### src/rtl/bus_arbiter_pkg.sv
// Shared definitions for the instruction/data memory bus arbiter.
package bus_arbiter_pkg;

    localparam logic       RST_ENABLE = 1'b1;
    localparam int         REG_WIDTH  = 32;
    localparam int         STALL_IF   = 1;
    localparam int         STALL_MEM  = 4;
    localparam logic [3:0] SEL_WORD   = 4'hF;

    typedef enum logic [2:0] {
        ARB_IDLE     = 3'd0,
        ARB_IF_BUSY  = 3'd1,
        ARB_MEM_BUSY = 3'd2,
        ARB_IF_HOLD  = 3'd3,
        ARB_MEM_HOLD = 3'd4
    } arb_state_e;

endpackage

### src/rtl/arb_timeout_cnt.sv
// 8-bit clearable wait counter; o_expire flags the TIMEOUT-th unacknowledged cycle.
module arb_timeout_cnt
    import bus_arbiter_pkg::*;
#(
    parameter int TIMEOUT = 255
) (
    input  logic clk,
    input  logic rst,
    input  logic i_clr,
    input  logic i_inc,
    output logic o_expire
);

    localparam logic [7:0] LAST = 8'(TIMEOUT - 1);

    logic [7:0] r_count;

    always_ff @(posedge clk) begin
        if (rst == RST_ENABLE) begin
            r_count <= '0;
        end else if (i_clr) begin
            r_count <= '0;
        end else if (i_inc) begin
            r_count <= r_count + 8'd1;
        end
    end

    assign o_expire = i_inc && (r_count == LAST);

endmodule

### src/rtl/bus_arbiter.sv
// Shares one Wishbone-classic bus between instruction fetch and data access,
// stalling each pipeline stage until its own transfer has completed.
module bus_arbiter
    import bus_arbiter_pkg::*;
#(
    parameter int ADDR_W  = 32,
    parameter int DATA_W  = REG_WIDTH,
    parameter int TIMEOUT = 255
) (
    input  logic              clk,
    input  logic              rst,
    input  logic              flush,
    input  logic [5:0]        stall_ctrl,
    input  logic              if_req,
    input  logic [ADDR_W-1:0] if_addr,
    output logic [DATA_W-1:0] if_rdata,
    output logic              stall_req_if,
    input  logic              mem_req,
    input  logic              mem_we,
    input  logic [3:0]        mem_sel,
    input  logic [ADDR_W-1:0] mem_addr,
    input  logic [DATA_W-1:0] mem_wdata,
    output logic [DATA_W-1:0] mem_rdata,
    output logic              stall_req_mem,
    output logic              bus_cyc,
    output logic              bus_stb,
    output logic              bus_we,
    output logic [3:0]        bus_sel,
    output logic [ADDR_W-1:0] bus_addr,
    output logic [DATA_W-1:0] bus_wdata,
    input  logic [DATA_W-1:0] bus_rdata,
    input  logic              bus_ack,
    output logic              bus_timeout
);

    arb_state_e        r_state;
    logic              r_bus_cyc;
    logic              r_bus_stb;
    logic              r_bus_we;
    logic [3:0]        r_bus_sel;
    logic [ADDR_W-1:0] r_bus_addr;
    logic [DATA_W-1:0] r_bus_wdata;
    logic [DATA_W-1:0] r_if_rdata;
    logic [DATA_W-1:0] r_mem_rdata;
    logic              r_flush_pending;
    logic              r_bus_timeout;

    logic w_busy;
    logic w_start;
    logic w_expire;
    logic w_discard;
    logic w_if_done;
    logic w_mem_done;
    logic w_unused;

    assign w_busy    = (r_state == ARB_IF_BUSY) || (r_state == ARB_MEM_BUSY);
    assign w_start   = (r_state == ARB_IDLE) && !flush && (mem_req || if_req);
    assign w_discard = r_flush_pending || flush;
    assign w_unused  = &{1'b0, stall_ctrl[5], stall_ctrl[3:2], stall_ctrl[0]};

    arb_timeout_cnt #(
        .TIMEOUT (TIMEOUT)
    ) u_timeout_cnt (
        .clk      (clk),
        .rst      (rst),
        .i_clr    (w_start),
        .i_inc    (w_busy && !bus_ack),
        .o_expire (w_expire)
    );

    // NOTE: sequential state uses <= so every register samples pre-edge values.
    always_ff @(posedge clk) begin
        if (rst == RST_ENABLE) begin
            r_state         <= ARB_IDLE;
            r_bus_cyc       <= 1'b0;
            r_bus_stb       <= 1'b0;
            r_bus_we        <= 1'b0;
            r_bus_sel       <= '0;
            r_bus_addr      <= '0;
            r_bus_wdata     <= '0;
            r_if_rdata      <= '0;
            r_mem_rdata     <= '0;
            r_flush_pending <= 1'b0;
            r_bus_timeout   <= 1'b0;
        end else begin
            r_bus_timeout <= 1'b0;
            case (r_state)
                ARB_IDLE: begin
                    if (!flush && mem_req) begin
                        r_state     <= ARB_MEM_BUSY;
                        r_bus_cyc   <= 1'b1;
                        r_bus_stb   <= 1'b1;
                        r_bus_we    <= mem_we;
                        r_bus_sel   <= mem_sel;
                        r_bus_addr  <= mem_addr;
                        r_bus_wdata <= mem_wdata;
                    end else if (!flush && if_req) begin
                        r_state     <= ARB_IF_BUSY;
                        r_bus_cyc   <= 1'b1;
                        r_bus_stb   <= 1'b1;
                        r_bus_we    <= 1'b0;
                        r_bus_sel   <= SEL_WORD;
                        r_bus_addr  <= if_addr;
                        r_bus_wdata <= '0;
                    end
                end
                ARB_IF_BUSY, ARB_MEM_BUSY: begin
                    if (bus_ack) begin
                        r_bus_cyc       <= 1'b0;
                        r_bus_stb       <= 1'b0;
                        r_flush_pending <= 1'b0;
                        if (w_discard) begin
                            r_state <= ARB_IDLE;
                        end else if (r_state == ARB_IF_BUSY) begin
                            r_if_rdata <= bus_rdata;
                            r_state    <= stall_ctrl[STALL_IF] ? ARB_IF_HOLD : ARB_IDLE;
                        end else begin
                            if (!r_bus_we) begin
                                r_mem_rdata <= bus_rdata;
                            end
                            r_state <= stall_ctrl[STALL_MEM] ? ARB_MEM_HOLD : ARB_IDLE;
                        end
                    end else if (w_expire) begin
                        r_bus_cyc       <= 1'b0;
                        r_bus_stb       <= 1'b0;
                        r_flush_pending <= 1'b0;
                        r_bus_timeout   <= 1'b1;
                        r_state         <= ARB_IDLE;
                    end else if (flush) begin
                        // The cycle in flight is finished; only its result is dropped.
                        r_flush_pending <= 1'b1;
                    end
                end
                ARB_IF_HOLD: begin
                    if (flush || !stall_ctrl[STALL_IF]) begin
                        r_state <= ARB_IDLE;
                    end
                end
                ARB_MEM_HOLD: begin
                    if (flush || !stall_ctrl[STALL_MEM]) begin
                        r_state <= ARB_IDLE;
                    end
                end
                default: r_state <= ARB_IDLE;
            endcase
        end
    end

    // Completion terms use bus_ack but never stall_ctrl, so no loop via the controller.
    assign w_if_done  = (r_state == ARB_IF_BUSY) && bus_ack && !r_flush_pending;
    assign w_mem_done = (r_state == ARB_MEM_BUSY) && bus_ack && !r_flush_pending;

    assign stall_req_if  = if_req && !flush && !w_if_done && (r_state != ARB_IF_HOLD);
    assign stall_req_mem = mem_req && !flush && !w_mem_done && (r_state != ARB_MEM_HOLD);

    assign if_rdata  = (w_if_done && !flush) ? bus_rdata : r_if_rdata;
    assign mem_rdata = (w_mem_done && !flush && !r_bus_we) ? bus_rdata : r_mem_rdata;

    assign bus_cyc     = r_bus_cyc;
    assign bus_stb     = r_bus_stb;
    assign bus_we      = r_bus_we;
    assign bus_sel     = r_bus_sel;
    assign bus_addr    = r_bus_addr;
    assign bus_wdata   = r_bus_wdata;
    assign bus_timeout = r_bus_timeout;

endmodule

### config.mk
export PLATFORM = sky130hd
export DESIGN_NAME = bus_arbiter
export DESIGN_NICKNAME = d
export VERILOG_FILES = /design/src/rtl/bus_arbiter_pkg.sv /design/src/rtl/arb_timeout_cnt.sv /design/src/rtl/bus_arbiter.sv
export SDC_FILE = /design/constraint.sdc
export NUM_CORES = 1
export LEC_CHECK = 0
export BUFFER_PORTS_ARGS = -buffer_cell sky130_fd_sc_hd__buf_4
export CORE_UTILIZATION = 43
export CTS_BUF_LIST = sky130_fd_sc_hd__clkbuf_2
export DETAILED_ROUTE_END_ITERATION = 6
export GPL_TIMING_DRIVEN = 0
export PLACE_DENSITY_LB_ADDON = 0.3
export SYNTH_ARGS = -nofsm -noshare
export SYNTH_HDL_FRONTEND = slang
export SYNTH_SLANG_ARGS = --single-unit
### constraint.sdc
create_clock -name clk -period 1.59 [get_ports clk]
set_input_delay 0.159 -clock clk [delete_from_list [all_inputs] [get_ports clk]]
set_output_delay 0.159 -clock clk [all_outputs]
set_load 0.005 [all_outputs]
## After elaboration in Yosys (flattened, before gate mapping)

Index checks and enable logic that the tools add are counted.

| cells by class | value |
|---|---|
| $add $sub $neg | 1 |
| eq/ne operators | 11 |
| mux-type cells | 30 |
| bitwise logic cells | 4 |
| reductions and logical operators | 43 |

Operator list:

| kind | number |
|---|---|
| 2-to-1 mux 32 bit | 6 |
| 2-to-1 mux 3 bit | 9 |
| logical AND 1 bit | 17 |
| case mux 3 bit (4 select lines) | 1 |
| 2-to-1 mux 1 bit | 10 |
| adder 8 x 1 -> 8 bit, second input constant | 1 |
| equality test 8 bit, second input constant | 1 |
| zero test 1 bit | 8 |
| 2-to-1 mux 4 bit | 2 |
| AND reduction 4 bit | 2 |
| equality test 3 x 2 -> 1 bit, second input constant | 2 |
| inequality test 3 x 2 -> 1 bit, second input constant | 2 |
| logical OR 1 bit | 5 |
| AND reduction 5 bit | 1 |
| inequality test 2 bit, second input constant | 2 |
| NOT 1 bit | 4 |
| AND reduction 2 bit | 2 |
| nonzero test 2 bit | 2 |
| OR reduction 2 bit | 2 |
| equality test 3 x 1 -> 1 bit, second input constant | 1 |
| equality test 3 bit, second input constant | 1 |
| zero test 3 bit | 1 |
| inequality test 3 x 1 -> 1 bit, second input constant | 1 |
| inequality test 3 bit, second input constant | 1 |
| 5 further kinds | 5 |

| storage, ports and cells | value |
|---|---|
| register bits after elaboration | 147 |
| input bits | 145 |

## Depth between registers and ports, before layout

Gate-level depths: netlist of the first run.

| logic depth | value |
|---|---|
| depth after elaboration | 7 |
| mapped depth | 8 |
| gate-level depth less buffers | 5 |

## Modules after synthesis

From an unflattened synthesis of the first run, not the netlist that was laid out.

| second synthesis, totals | value |
|---|---|
| cell total of the unflattened synthesis | 567 |
| area, all modules | 6005.8 sq um |

Modules (own cells, without submodules):

| module | instances | cells each | area an instance (sq um) | sequential area each (sq um) |
|---|---|---|---|---|
| bus_arbiter | 1 | 525 | 5627.9 | 2782.7 |
| arb_timeout_cnt | 1 | 42 | 377.9 | 160.2 |

## Least setup slack after synthesis of the first run

OpenSTA, ideal clock, no wires.

| path | value |
|---|---|
| path type | flip-flop to flip-flop |
| from | register r_state[2] |
| to | register r_mem_rdata[10] |
| library setup time | 0.114 ns |
| arrival | 1.601 ns |
| required time | 1.476 ns |
| setup slack | -0.125 ns |
| stages on the path, launching flop included | 6 |
| path buffers | 1 |
| clock period less this slack | 1.715 ns |
| cells stage by stage | dfxtp_1 nand4bb_4 nor4_4 buf_6 mux2_4 and2b_1 |

| between the ends | value |
|---|---|
| word-level cells in the longest chain between the ends | 3 |
| elaborated cells on any way between the ends | 5 |
| those cells by class | eq/ne (2); bitwise (1); reduce/logical (2) |

RTL lines:

| what | RTL line | RTL |
|---|---|---|
| from (decl) | bus_arbiter.sv:36 | `arb_state_e r_state;` |
| from (signal assigned) | bus_arbiter.sv:116 | `r_state <= stall_ctrl[STALL_IF] ? ARB_IF_HOLD : ARB_IDLE;` |
| from (signal assigned) | bus_arbiter.sv:121 | `r_state <= stall_ctrl[STALL_MEM] ? ARB_MEM_HOLD : ARB_IDLE;` |
| equality test 3 x 1 -> 1 bit / equality test 3 x 2 -> 1 bit (equally long branches) | bus_arbiter.sv:87, bus_arbiter.sv:114 |  |
| OR reduction 2 bit / NOT 1 bit (equally long branches) | -- |  |
| AND reduction 5 bit (no source line) * | -- |  |
| to (signal assigned) | bus_arbiter.sv:119 | `r_mem_rdata <= bus_rdata;` |
| to (decl) | bus_arbiter.sv:44 | `logic [DATA_W-1:0] r_mem_rdata;` |

Every way passes the cells marked *; elsewhere a longest branch is shown, timed or not.
A chain may end at the register's enable or synchronous reset.

## Final worst setup path of the first run

| path | value |
|---|---|
| from | register r_state[2] |
| to | output port mem_rdata[11] |

| between the ends | value |
|---|---|
| word-level cells in the longest chain between the ends | 6 |

RTL lines:

| what | RTL line | RTL |
|---|---|---|
| equality test 3 x 2 -> 1 bit | bus_arbiter.sv:151 | `assign w_mem_done = (r_state == ARB_MEM_BUSY) && bus_ack && !r_flush_pending;` |
| logical AND 1 bit (2 in a row) | bus_arbiter.sv:151 |  |
| logical AND 1 bit (2 in a row) | bus_arbiter.sv:157 | `assign mem_rdata = (w_mem_done && !flush && !r_bus_we) ? bus_rdata : r_mem_rdata;` |
| 2-to-1 mux 32 bit | bus_arbiter.sv:157 |  |
| to (decl) | bus_arbiter.sv:23 | `output logic [DATA_W-1:0] mem_rdata,` |

No other way between the ends.

==> results by group, run 1 <==
Finish
  • Layout cell share with drive strength beyond 1: 0.499
  • Final nets: 1170
  • Layout area overhead: 87.8%
  • Fillers: 645
  • Fin area: 11200 µm²

Pwr
  • Leak Pwr: 5.30 nW
  • Comb pwr share: 0.371
  • Net Sw Frac: 0.316
  • Seq pwr share: 0.434
  • Clock power frac: 0.195
  • Max rail drop VDD: 0.000734 V
  • Net Sw Power: 3.08 mW
  • Pint: 6.65 mW
  • Power Density: 867 nW/µm²
  • Total Power: 9.72 mW

Setup path
  • Top cell by count, worst path: buf_6
  • Critical path type: flop to output port
  • Max FO, Critical Path: 8
  • CP max stage delay: 390 ps
  • CP cell instances: nand4bb_4 > nor4_4 > buf_6 > clkbuf_16 > mux2_4 > buf_6
  • Worst Reg-to-Reg Cells: 7
  • Highest-delay cell along the critical path: dfxtp_4
  • WP data arrival: 2410 ps
  • CP required: 1430 ps
  • CP Launch Type: flop
  • Crit. End Element: output port

Logic synthesis
  • Dominant synthesized flop cell: dfxtp_1
  • Synth unique cells: 46
  • Post-synth EDFFs: 0
  • Async SR Flop Fraction: 0
  • Cells after Synth: 532
  • Syn nets: 679
  • Yosys warns: 0
  • Synthesized cell area: 5980 µm²
  • Post-synthesis sequential area ratio: 0.492
  • Register bit total from synthesis: 147
  • Avg Cell Area, Syn: 11.2 µm²

Outcome
  • Failing checks: setup timing
  • Status: finished, violations left

Die
  • Starting Density: 0.446
  • Placeable Area: 13400 µm²
  • Die Y: 120 µm
  • Num rows: 42
  • # IOs: 283
  • Horiz. Die Dim: 120 µm
  • DIE AREA: 14400 µm²

GRT
  • Vias in the first global route: 6835
  • Global-route wire length before repair: 35800 µm
  • Largest net degree at the start of global routing: 17
  • Congestion Overflow GR: 0
  • Initial antenna violation count: 2
  • Total Routing Usage GR: 0.325

STA
  • Fin Hold WS: 127 ps
  • Clock period minus worst slack: 2570 ps
  • Finish-stage setup viols: 207
  • Period utilization: 1.62
  • Worst Setup Slack, final: -978 ps
  • F_max: 0.389 GHz
  • Count of final max-slew check failures: 0
  • Worst Max-Slew Pin Slew: 850 ps
  • Final Skew: 33.2 ps
  • RSZ-0062 raised after global routing: true
  • Relative max-transition margin: 0.433
  • Final hold vios: 0

Clocking
  • Clock transition at the registers of the reported paths: 210 ps
  • Num CTS Buffers: 17
  • CTS Buffer Depth: 2
  • Root Buffer: clkbuf_2
  • Clock Latency Late Sink: 720 ps
  • Sink Count: 147
  • H-tree Lvls: 4
  • CTS tree: yes

Place
  • Post-DP HPWL: 12600 µm
  • Number of port buffers: 278
  • Gpl congestion: 0.859
  • Dpl cell area: 8290 µm²

Worst hold path
  • Hold Path Depth: 5
  • Min-Delay Path Class: input port to flop

Drt
  • Routed WL per cell: 21.5 µm
  • Detail Route Antenna Nets: 0
  • Total Wirelength: 26100 µm
  • Via count: 6537
  • DRT Pass-1 Iters: 5
  • Drc violations: 0
  • Initial DRC count: 381
  • DR vias/cell: 5.38

Job
  • Max-cap violations: 0
## cell usage in the layout (no fill, tap or decap), types with 11 or more instances in the layout
cell type      instances
dlygate4sd3_1        139
dfxtp_1              142
a211oi_2              20
mux2i_1               32
buf_8                 11
a22o_1                33
clkbuf_1              11
clkbuf_2              21
a211oi_1              13
buf_4                265
nor2b_1               35
and2b_1               30
mux2_4                38
buf_6                 61
nor2_1                33
mux2_2                27
## power by group through the flow
stage	Clock, mW	Combinational [mW]	Sequential (mW)
floorplan	0	1.02	4.23
global placement	0	2.04	4.22
detailed placement	0	2.11	4.23
CTS	1.89	3.20	4.17
global route	2.09	3.75	4.25
finish	1.89	3.61	4.22
## cells by family after synthesis
logic type | count (synthesis) | synth area share
and+or+nand+nor | 148 | 0.150
DFF | 147 | 0.492
muxes | 97 | 0.195
AOI/OAI and AO/OA | 92 | 0.116
buffers and inverters | 42 | 0.0360
xor gates and xnor gates | 4 | 0.00586
adders and majority gates | 2 | 0.00419
## per-stage QoR
step / setup TNS (ps) / utilization / setup WS (ps) / instances
finish: -79560 / 0.837 / -978 / 1214
global route: -94620 / 0.837 / -1110 / 1214
CTS: -72370 / 0.814 / -989 / 1196
detailed placement: -54730 / 0.619 / -393 / 986
global placement: -49410 / 0.619 / -370 / 986
floorplan: -2700 / - / -90.0 / 532
## sequential cells by signal, summed over array words and instances (netlist names)
name,cells
bus_sel,4
r_flush_pending,1
bus_timeout,1
r_mem_rdata,32
u_timeout_cnt.r_count,8
bus_addr,32
r_state,3
r_if_rdata,32
bus_wdata,32
bus_stb,1
bus_we,1
## final timing paths
kind / start / endpoint / slack [ps]
max: r_state[2]$_SDFFE_PP0P_ / mem_rdata[11] / -980
min: if_req / u_timeout_cnt.r_count[5]$_SDFFE_PP0P_ / 130
max reg2reg: r_state[2]$_SDFFE_PP0P_ / r_mem_rdata[11]$_SDFFE_PP0P_ / -330
min reg2reg: bus_wdata[3]$_SDFFE_PP0P_ / bus_wdata[3]$_SDFFE_PP0P_ / 510
## layer usage
metal	wire [µm]	part of all wire	up-vias	track usage
met1	9360	0.36	3136	0.341
met2	13600	0.52	402	0.587
li1	-	-	2872	-
met3	1650	0.063	127	0.0746
met5	0	0	-	0
met4	1470	0.056	0	0.199
## worst max-delay path: cells and delay by family (launching register included)
family	cells	cell delay, ps
flip-flops	1	390
AND/OR/NAND/NOR	2	430
buffers and inverters	3	560
multiplexers	1	330
## synthesized netlist by cell type (all sizes together), types with 2 or more instances
| cell type | number | area, µm² |
|---|---|---|
| nor2 | 45 | 171 |
| o21ai | 7 | 35.0 |
| nand4 | 4 | 25.0 |
| a21oi | 8 | 43.8 |
| inv | 3 | 11.3 |
| mux2 | 65 | 845 |
| a21o | 2 | 15.0 |
| and3b | 2 | 17.5 |
| and2 | 2 | 12.5 |
| nand2b | 6 | 37.5 |
| nand4bb | 2 | 38.8 |
| xnor2 | 2 | 17.5 |
| buf | 24 | 148 |
| a22o | 33 | 289 |
| nand3 | 4 | 20.0 |
| xor2 | 2 | 17.5 |
| or3 | 3 | 18.8 |
| clkbuf | 15 | 56.3 |
| and2b | 30 | 225 |
| nor3 | 2 | 15.0 |
| o22ai | 5 | 31.3 |
| a211oi | 34 | 255 |
| nor2b | 38 | 238 |
| dfxtp | 147 | 2940 |
| ha | 2 | 25.0 |
| mux2i | 32 | 320 |
| nor4 | 2 | 27.5 |
| nand2 | 3 | 11.3 |
## final cells by class
cell class | instances | area [µm²] | share of cell area
Timing Repair Buffer | 472 | 4280 | 0.382
Multi-Input combinational cell | 343 | 3160 | 0.282
Sequential cell | 147 | 2950 | 0.263
Buffer | 39 | 394 | 0.0351
Tap cell | 176 | 220 | 0.0196
Clock buffer | 21 | 105 | 0.00937
Clock inverter | 11 | 88.8 | 0.00792
Inverter | 3 | 11.3 | 0.00100
Antenna cell | 2 | 5.00 | 0.000446
## repair_timing
action | CTS | global route
buffers inserted | 32 | 13
resized for setup | 162 | 43
gates cloned | 9 | 5
hold buffers | 137 | 2
hold endpoints to repair | 147 | 10
setup endpoints to repair | 203 | 209
pin swaps | 40 | 21
Power figures use the tool's default switching activity.
==> inputs of run 2 (changes only) <==
Settings changed: REMOVE_ABC_BUFFERS from default to 1.
==> results by group, run 2 (synthesis results as in run 1) <==
GRT
  • Met2 Track Usage GR: 0.553 (-0.0336)
  • Total Routing Usage GR: 0.306 (-0.0198)
  • GR peak layer: met2
  • GR Util met3: 0.0884 (+0.0138)
  • Vias in the first global route: 6544 (-4.3%)
  • Largest net degree at the start of global routing: 115 (+98)
  • Congestion Overflow GR: 0 (unchanged)
  • Met1 usage: 0.322 (-0.0194)
  • Global-route wire length before repair: 33500 µm (-6.4%)
  • Initial antenna violation count: 3 (+1)

Die
  • Die Y: 120 µm (unchanged)
  • Num rows: 42 (unchanged)
  • DIE AREA: 14400 µm² (unchanged)
  • Horiz. Die Dim: 120 µm (unchanged)
  • Placeable Area: 13400 µm² (unchanged)
  • # IOs: 283 (unchanged)
  • Starting Density: 0.446 (unchanged)

Drt
  • Routed WL per cell: 21.2 µm (-1.0%)
  • Total Wirelength: 24900 µm (-4.4%)
  • DRT Pass-1 Iters: 5 (unchanged)
  • Via count: 6344 (-3.0%)
  • Drc violations: 0 (unchanged)
  • Detail Route Antenna Nets: 0 (unchanged)
  • Initial DRC count: 422 (+11%)
  • DR vias/cell: 5.41 (+0.53%)

Setup path
  • CP Launch Type: flop
  • CP required: 1430 ps (about the same)
  • WP data arrival: 2380 ps (-30 ps)
  • Critical path type: flop to output port
  • Max FO, Critical Path: 7 (-1)
  • Reg-to-reg endpoint: r_mem_rdata[11]$_SDFFE_PP0P_
  • Crit. End Element: output port
  • Worst Reg-to-Reg Cells: 8 (+1)
  • Worst reg2reg path startpoint: r_state[2]$_SDFFE_PP0P_
  • R2R Setup Slk: -280 ps (+50 ps)

Clocking
  • CTS tree: yes
  • Num CTS Buffers: 17 (unchanged)
  • Root Buffer: clkbuf_2
  • CTS Buffer Depth: 2 (unchanged)
  • H-tree Lvls: 4 (unchanged)
  • Clock Latency Late Sink: 780 ps (+60 ps)
  • Clock transition at the registers of the reported paths: 270 ps (+60 ps)
  • Sink Count: 147 (unchanged)

STA
  • Final Skew: 43.7 ps (+10.5 ps)
  • Worst Max-Slew Pin Slew: 1410 ps (+563 ps)
  • Finish-stage setup viols: 166 (-20%)
  • Fin Hold WS: 109 ps (-18.0 ps)
  • Setup TNS: -67640 ps (+11920 ps)
  • Count of final max-slew check failures: 0 (unchanged)
  • Final hold vios: 0 (unchanged)
  • Worst Setup Slack, final: -944 ps (+34.1 ps)
  • RSZ-0062 raised after global routing: true
  • F_max: 0.395 GHz (+1.3%)
  • Relative max-transition margin: 0.0575 (-0.376)
  • Period utilization: 1.59 (-0.0214)
  • Clock period minus worst slack: 2530 ps (-34.1 ps)

Pwr
  • Max rail drop VDD: 0.000769 V (+4.8%)
  • Clock power frac: 0.234 (+0.039)
  • Seq pwr share: 0.427 (-0.007)
  • Net Sw Power: 3.17 mW (+3.1%)
  • Total Power: 9.94 mW (+2.3%)
  • Comb pwr share: 0.339 (-0.032)
  • Pint: 6.77 mW (+1.9%)
  • Net Sw Frac: 0.319 (+0.00253)
  • Power Density: 921 nW/µm² (+6.2%)
  • Leak Pwr: 5.06 nW (-4.6%)

Worst hold path
  • Hold path startpoint: mem_wdata[4]
  • Hold endpoint: bus_wdata[4]$_SDFFE_PP0P_
  • Hold Path Depth: 3 (-2)
  • Min-Delay Path Class: input port to flop

Place
  • Gpl congestion: 0.813 (-5.3%)
  • Post-DP HPWL: 11400 µm (-9.1%)
  • Dpl ws: -932 ps (-538 ps)
  • Placed cells: 953 (-3.3%)
  • Number of port buffers: 278 (unchanged)
  • Dpl cell area: 8180 µm² (-1.4%)

Finish
  • Area occupied by multi-input gates: 3170 µm² (+0.28%)
  • Final core utilization: 0.806 (-0.0313)
  • Layout cell share with drive strength beyond 1: 0.489 (-0.00961)
  • Commonest non-fill, non-tap cells in the layout: buf_4, dfxtp_1, dlygate4sd3_1
  • FF+latch area: 2960 µm² (+0.25%)
  • Layout area overhead: 80.7%
  • Fin area: 10800 µm² (-3.7%)
  • Final Non-Filler Cells: 1172 (-3.5%)
  • Fillers: 724 (+12%)
  • Commonest non-fill, non-tap cell in the layout: buf_4
  • Final nets: 1127 (-3.7%)

Outcome
  • Failing checks: setup timing
  • Status: finished, violations left

Job
  • Max-cap violations: 0 (unchanged)
[run 2: what timing repair did]
item                                    4_1_cts  5_1_grt
cloned                                        4        6
pin swaps                                     6       11
hold buffers                                138        0
resized for setup                            49       68
endpoints found under the hold margin       147        0
endpoints found under the setup margin      201      192
buffers inserted                             20       18
[run 2: power by group through the flow]
| stage | sequential [mW] | clock (mW) | combinational (mW) |
|---|---|---|---|
| after CTS | 4.20 | 2.30 | 2.59 |
| after detailed placement | 4.26 | 0 | 1.99 |
| after global placement | 4.24 | 0 | 1.91 |
| final | 4.25 | 2.33 | 3.37 |
| after global routing | 4.27 | 2.51 | 3.50 |
| after floorplan | 4.25 | 0 | 0.897 |
[run 2: worst max path at each step]
| stage | startpoint | endpoint | slack, ps | cells past startpoint |
|---|---|---|---|---|
| global placement | r_state[1]$_SDFFE_PP0P_ | mem_rdata[31] | -2020 | 4 |
| global route | r_state[2]$_SDFFE_PP0P_ | mem_rdata[14] | -1100 | 7 |
| finish | r_state[2]$_SDFFE_PP0P_ | mem_rdata[14] | -940 | 7 |
| CTS | r_state[2]$_SDFFE_PP0P_ | mem_rdata[29] | -990 | 7 |
| floorplan | r_state[1]$_SDFFE_PP0P_ | r_mem_rdata[0]$_SDFFE_PP0P_ | -1330 | 4 |
| detailed placement | r_state[0]$_SDFFE_PP0P_ | if_rdata[5] | -930 | 4 |
[run 2: critical path, cell delays in order, from the launching register on]
cell	delay (ps)
dfxtp_4	390
nand4bb_4	240
nor4_4	160
buf_6	170
buf_12	120
buf_12	130
mux2_4	320
buf_6	120
[run 2: layout make-up]
cell class | count | share of cell area
tap | 176 | 0.0204
multi-input combinational | 346 | 0.294
clock buffer | 18 | 0.00834
sequential | 147 | 0.274
inverter | 3 | 0.00104
clock inverter | 14 | 0.0151
antenna | 3 | 0.000695
timing repair buffer | 465 | 0.387
[run 2: routing by layer]
metal,share of wire,routed length (µm)
met2,0.52,13000
met3,0.084,2090
met1,0.36,8930
met5,0,0
met4,0.036,906
